$ cat src/rtl/iob_ram_be_arbiter.sv
// Round-robin arbiter sharing one byte-enable RAM port between two requesters,
// with an optional power-up sweep that clears the RAM before serving requests.
//
//   state   | meaning
//   ST_INIT | sweeping the RAM with zeros, requests blocked
//   ST_RUN  | arbitrating m0/m1, one access per cycle
module iob_ram_be_arbiter #(
    parameter int NUM_COL   = 2,
    parameter int COL_WIDTH = 4,
    parameter int DATA_W    = NUM_COL * COL_WIDTH,
    parameter int ADDR_W    = 4,
    parameter bit INIT_ZERO = 1'b1
) (
    input  logic              clk,
    input  logic              rst_n,
    output logic              o_init_done,

    input  logic              i_m0_valid,
    input  logic [ADDR_W-1:0] i_m0_addr,
    input  logic [DATA_W-1:0] i_m0_wdata,
    input  logic [NUM_COL-1:0] i_m0_wstrb,
    output logic              o_m0_ready,
    output logic [DATA_W-1:0] o_m0_rdata,
    output logic              o_m0_rvalid,

    input  logic              i_m1_valid,
    input  logic [ADDR_W-1:0] i_m1_addr,
    input  logic [DATA_W-1:0] i_m1_wdata,
    input  logic [NUM_COL-1:0] i_m1_wstrb,
    output logic              o_m1_ready,
    output logic [DATA_W-1:0] o_m1_rdata,
    output logic              o_m1_rvalid,

    output logic              o_ram_en,
    output logic [NUM_COL-1:0] o_ram_we,
    output logic [ADDR_W-1:0] o_ram_addr,
    output logic [DATA_W-1:0] o_ram_din,
    input  logic [DATA_W-1:0] i_ram_dout
);

    typedef enum logic {
        ST_INIT = 1'b0,
        ST_RUN  = 1'b1
    } state_t;

    localparam state_t            RESET_STATE = INIT_ZERO ? ST_INIT : ST_RUN;
    localparam logic [ADDR_W-1:0] LAST_ADDR   = '1;

    state_t              r_state;
    logic [ADDR_W-1:0]   r_sweep_addr;
    logic                r_init_done;
    logic                r_ptr;          // 0: m0 wins a tie, 1: m1 wins a tie
    logic                r_rd_pend;
    logic                r_rd_owner;
    logic [DATA_W-1:0]   r_m0_rdata;
    logic [DATA_W-1:0]   r_m1_rdata;

    logic                w_in_init;
    logic                w_run;
    logic                w_grant0;
    logic                w_grant1;
    logic                w_rd_accept;
    logic                w_m0_rvalid;
    logic                w_m1_rvalid;

    // Reset gates the combinational drive so every output reads 0 while rst_n is low.
    assign w_in_init = rst_n && (r_state == ST_INIT);
    assign w_run     = rst_n && (r_state == ST_RUN);

    assign w_grant0 = w_run && i_m0_valid && (!i_m1_valid || !r_ptr);
    assign w_grant1 = w_run && i_m1_valid && (!i_m0_valid ||  r_ptr);

    assign w_rd_accept = (w_grant0 && (i_m0_wstrb == '0)) ||
                         (w_grant1 && (i_m1_wstrb == '0));

    assign o_m0_ready = w_grant0;
    assign o_m1_ready = w_grant1;

    always_comb begin
        o_ram_en   = 1'b0;
        o_ram_we   = '0;
        o_ram_addr = '0;
        o_ram_din  = '0;
        if (w_in_init) begin
            o_ram_en   = 1'b1;
            o_ram_we   = '1;
            o_ram_addr = r_sweep_addr;
        end else if (w_grant0) begin
            o_ram_en   = 1'b1;
            o_ram_we   = i_m0_wstrb;
            o_ram_addr = i_m0_addr;
            o_ram_din  = i_m0_wdata;
        end else if (w_grant1) begin
            o_ram_en   = 1'b1;
            o_ram_we   = i_m1_wstrb;
            o_ram_addr = i_m1_addr;
            o_ram_din  = i_m1_wdata;
        end
    end

    always_ff @(posedge clk or negedge rst_n) begin
        if (!rst_n) begin
            r_state      <= RESET_STATE;
            r_sweep_addr <= '0;
            r_init_done  <= 1'b0;
        end else begin
            case (r_state)
                ST_INIT: begin
                    if (r_sweep_addr == LAST_ADDR) begin
                        r_state     <= ST_RUN;
                        r_init_done <= 1'b1;
                    end else begin
                        r_sweep_addr <= r_sweep_addr + 1'b1;
                    end
                end
                ST_RUN: begin
                    r_init_done <= 1'b1;
                end
                default: begin
                    r_state <= RESET_STATE;
                end
            endcase
        end
    end

    always_ff @(posedge clk or negedge rst_n) begin
        if (!rst_n) begin
            r_ptr      <= 1'b0;
            r_rd_pend  <= 1'b0;
            r_rd_owner <= 1'b0;
            r_m0_rdata <= '0;
            r_m1_rdata <= '0;
        end else begin
            if (w_grant0) begin
                r_ptr <= 1'b1;
            end else if (w_grant1) begin
                r_ptr <= 1'b0;
            end
            r_rd_pend  <= w_rd_accept;
            r_rd_owner <= w_grant1;
            if (w_m0_rvalid) begin
                r_m0_rdata <= i_ram_dout;
            end
            if (w_m1_rvalid) begin
                r_m1_rdata <= i_ram_dout;
            end
        end
    end

    // Read data is passed straight through in the return cycle and held afterwards.
    assign w_m0_rvalid = r_rd_pend && !r_rd_owner;
    assign w_m1_rvalid = r_rd_pend &&  r_rd_owner;

    assign o_m0_rvalid = w_m0_rvalid;
    assign o_m1_rvalid = w_m1_rvalid;
    assign o_m0_rdata  = w_m0_rvalid ? i_ram_dout : r_m0_rdata;
    assign o_m1_rdata  = w_m1_rvalid ? i_ram_dout : r_m1_rdata;
    assign o_init_done = r_init_done;

endmodule

$ cat config.mk
export PLATFORM = sky130hd
export DESIGN_NAME = iob_ram_be_arbiter
export DESIGN_NICKNAME = d
export VERILOG_FILES = /design/src/rtl/iob_ram_be_arbiter.sv
export SDC_FILE = /design/constraint.sdc
export NUM_CORES = 1
export LEC_CHECK = 0
export BUFFER_PORTS_ARGS = -buffer_cell sky130_fd_sc_hd__buf_2
export CAP_MARGIN = 10
export CORE_MARGIN = 2
export CORE_UTILIZATION = 41
export CTS_CLUSTER_DIAMETER = 30
export DETAILED_ROUTE_END_ITERATION = 8
export GPL_TIMING_DRIVEN = 0
export PLACE_DENSITY = 0.87
export SYNTH_ARGS = -nofsm -noshare
export SYNTH_HDL_FRONTEND = slang
export SYNTH_SLANG_ARGS = --single-unit
$ cat constraint.sdc
create_clock -name clk -period 1.95 [get_ports clk]
set_input_delay 0 -clock clk [delete_from_list [all_inputs] [get_ports clk]]
set_output_delay 0 -clock clk [all_outputs]
set_load 0.1 [all_outputs]
Word-level counts from Yosys, hierarchy flattened
Cells that the tools add are included.
- $add $sub $neg: 1
- equal/unequal tests: 2
- multiplexer cells: 20
- bitwise logic cells: 2
- reduce and logical (&&, ||, !) cells: 21
- operator list (cell ; number):
    2-to-1 mux 8 bit ; 5
    2-to-1 mux 4 bit ; 3
    logical AND 1 bit ; 10
    2-to-1 mux 1 bit ; 8
    2-to-1 mux 2 bit ; 3
    adder 4 x 1 -> 4 bit, second input constant ; 1
    == test 4 bit, second input constant ; 1
    zero test 1 bit ; 4
    zero test 2 bit ; 2
    logical OR 1 bit ; 3
    != test 2 x 1 -> 1 bit, second input constant ; 1
    NOT 1 bit ; 2
    one-hot mux 1 bit (2 select lines) ; 1
    AND reduction 2 bit ; 1
    nonzero test 2 bit ; 1
- register bits after elaboration: 25
- input port bits: 40
- output and inout bits: 36
- word-level logic and storage cells: 54

Longest topological paths before layout
- depth in word-level cells: 6
- gate-level depth with buffers: 4
- depth with buffers taken out: 4

Worst setup path before layout
No wires, ideal clock.
- path type: register to output
- from: register r_state
- to: output o_ram_din[0]
- arrival time: 1807 ps
- required time: 1950 ps
- slack: 143 ps
- stages on the path, launching flop included: 5
- cell sequence: dfrtp_1 > nand3_1 > a21oi_4 > buf_6 > a22o_1
- elaborated cells on any way between the ends: 10
- classes of those cells: mux (3); bitwise (1); reduce/logical (6)
- RTL lines (what ; RTL line ; RTL):
    from (decl) ; 49 ; state_t r_state;
    from (signal assigned) ; 103 ; r_state <= RESET_STATE;
    from (signal assigned) ; 110 ; r_state <= ST_RUN;
    from (signal assigned) ; 120 ; r_state <= RESET_STATE;
    logical AND 1 bit ; 68 ; assign w_run = rst_n && (r_state == ST_RUN);
    logical AND 1 bit (2 in series) ; 70 ; assign w_grant0 = w_run && i_m0_valid && (!i_m1_valid || !r_ptr);
    named net o_m0_ready ; 22 ; output logic o_m0_ready,
    2-to-1 mux 8 bit ; 88 ; end else if (w_grant0) begin
    2-to-1 mux 8 bit ; 84 ; if (w_in_init) begin
    to (decl) ; 37 ; output logic [DATA_W-1:0] o_ram_din,
The timed path passes the listed nets, and every way through them passes these cells.

Final worst setup path
- from: register r_state
- to: output o_ram_din[1]
- longest elaborated chain between the ends: 6
- elaborated cells on any way between the ends: 10
- classes of those cells: mux (3); bitwise (1); reduce/logical (6)
- ends and longest elaborated chain (what ; RTL line ; RTL):
    logical AND 1 bit ; 68 ;
    logical AND 1 bit (2 in series) ; 71 ; assign w_grant1 = w_run && i_m1_valid && (!i_m0_valid || r_ptr);
    2-to-1 mux 8 bit ; 93 ; end else if (w_grant1) begin
    2-to-1 mux 8 bit ; 88 ;
    2-to-1 mux 8 bit (*) ; 84 ;
Mark *: on every way between the ends. The rest lies on a longest branch, timed or not.

==> out/summary.txt <==
status - finished, final reports clean
synthesized area - 1170 µm²
fin crit share - 93.87%
#FFs+latches synth - 25
# Max-Cap Violations - 0
vias per inst - 5.014
cell accounting for the most synthesized area - dfrtp_1
Pre-antenna DRT Iters - 4
most common cell after layout, fill and taps aside - buf_2
Distinct cells, synth - 22
Yosys Warn Count - 0
commonest non-fill, non-tap cells in the layout - buf_2, dfrtp_1, mux2_2
num rows - 19
GRT Util Overall - 18.48%
total grt overflow - 0
WP data arrival - 1.83 ns
CP Cell Sequence - nand3_1 > a21oi_4 > buf_6 > a22o_1 > clkbuf_4
share of cells above drive strength 1 - 56.98%
Synth-to-Final Area Change - 51.02%
Post-layout nets - 221
drt drc - 0
antenna fix cells - 0
global-route wire length before repair - 4726 µm
Syn Inst Count - 88
Seq/Total Area, Yosys - 53.48%
initial antenna violation count - 0
CTS Buf Count - 3
class of the worst hold path - in2reg
largest net degree at the start of global routing - 26
slew margin rel. - 67.53%
Die X - 57.42 µm
Root Buffer - clkbuf_4
Setup violations, final - 0
RSZ-0062 raised after global routing - no
WL final - 3057 µm
CP max stage cell - dfrtp_1
min cycle time layout - 1.830 ns
TritonCTS clock tree - yes
syn_nets - 129
worst vdd ir - 1320 µV
vias in the first global route - 1072
initial core utilization - 42.79%
Ports - 76
Skew-Pair Late Insertion Delay - 0.31 ns
Fmax - 546.3 MHz
clk slew on worst S/H paths - 0.13 ns
Placeable Area - 2734 µm²
DR iter-0 viols - 33
leak pwr - 0.8940 nW
Worst EP required - 1.95 ns
PD cells - 1249 nW/µm²
max incr delay on CP - 0.45 ns
Detail Placement HPWL - 2272 µm
total power - 0.002207 W
IO Port Bufs - 75
Avg Cell Area, Syn - 13.29 µm²
wire per inst - 14.56 µm
CP Capture Type - output pin
Yosys top cell area share - 53.48%
Die Area - 3296 µm²
Final Skew - 0.001017 ns
CTS Sinks - 25
Setup TNS Final - 0 ns
post-CTS repair timing setup buffer count - 0
die height - 57.42 µm
Hold Fails Final Rpt - 0
Routability Congestion - 0.7168
clock buffer depth - 2
Via Count - 1053
worst-path maximum fanout - 11
Worst-Margin Slew - 0.4849 ns
top area cells in the synthesized netlist - dfrtp_1, mux2_2, a22o_1
Routed Antenna Nets - 0
type of the worst setup path - reg2out
Final Max Tran Viols - 0
# H-tree levels - 1
Setup crit start kind - flip-flop
-- synthesized netlist by cell type (all sizes together) --
| master | count |
|---|---|
| nand3 | 2 |
| and2 | 4 |
| or3 | 1 |
| a22o | 9 |
| ha | 1 |
| a221o | 6 |
| xor2 | 1 |
| xnor2 | 1 |
| nand4 | 1 |
| nand2b | 1 |
| a21oi | 3 |
| mux2 | 17 |
| buf | 3 |
| inv | 4 |
| nand2 | 1 |
| nor2 | 2 |
| nor2b | 3 |
| o21bai | 1 |
| dfrtp | 25 |
| a31oi | 2 |
-- metrics by stage --
stage / hold slack (ns) / instance area [µm²] / instances / worst slack, ns / util, %
after CTS: 0.001547 / 1714 / 207 / 0.02813 / 62.70
after detailed placement: 0.03343 / 1584 / 194 / 0.1599 / 57.94
after global placement: 0.009181 / 1584 / 194 / 0.2831 / 57.94
after floorplan: -0.2956 / 1170 / 88 / 0.1425 / -
after global routing: 0.05009 / 1767 / 210 / 0.0008431 / 64.62
final: 0.05153 / 1767 / 210 / 0.1195 / 64.62
-- power breakdown --
group          internal (W)  switching (W)
Combinational      0.000241        0.00110
Clock             0.0000767       0.000149
Sequential         0.000616      0.0000287
Total              0.000933        0.00127
-- layer usage --
metal | wire, µm | track usage (%)
met5 | 0 | 0
met4 | 35 | 5.980
met3 | 80 | 3.628
met2 | 1728 | 31.66
met1 | 1212 | 23.42
-- flip-flops by register name (all words and copies together), names as in the netlist --
register and flops:
r_m0_rdata 8, r_m1_rdata 8, r_sweep_addr 4, o_init_done 1, r_ptr 1, r_rd_owner 1
r_rd_pend 1, r_state 1
-- cell families (layout without fill, tap and decap cells) --
group | count (synthesis) | in the layout | synth area share (%)
AND/OR/NAND/NOR | 15 | 15 | 7.167
XOR/XNOR | 2 | 2 | 1.498
flip-flops | 25 | 25 | 53.48
adder cells (fa/ha/maj) | 1 | 1 | 1.069
multiplexers | 17 | 17 | 16.36
AO/OA/AOI/OAI | 21 | 21 | 16.79
buffers and inverters | 7 | 98 | 3.635
-- worst max-delay path: cells and delay by family (launching register included) --
kind | cells | cell delay [ns]
AO/OA/AOI/OAI | 2 | 0.40
buffers and inverters | 2 | 0.51
AND/OR/NAND/NOR | 1 | 0.16
flip-flops | 1 | 0.45
-- cell type report --
class                   instances  area, µm²
repair buffers                 87      530.5
clock inverters                 1      5.005
fillers                       204      967.2
clock buffers                   3      22.52
flip-flops and latches         25      625.6
multi-input cells              56      501.7
plain buffers                   3      27.53
well taps                      31      38.79
inverters                       4      15.01
-- timing repair --
action,in CTS,in global routing
hold buffers,9,2
pin swaps,0,0
hold endpoints to repair,41,1
setup endpoints to repair,5,3
resized for setup,5,3
gates cloned,0,0
-- final timing paths --
path	startpoint	end	slack, ns	cells after the start
min in group asynchronous	rst_n	r_m0_rdata[1]	0.15	2
setup reg to reg	r_sweep_addr[0]	r_sweep_addr[1]	0.40	3
max in group asynchronous	rst_n	r_rd_owner	1.36	3
hold reg to reg	o_init_done	o_init_done	0.48	1
hold / removal	i_m1_wstrb[1]	r_rd_pend	0.05	3
setup / recovery	r_state	o_ram_din[1]	0.12	5
Power figures use the tool's default switching activity.
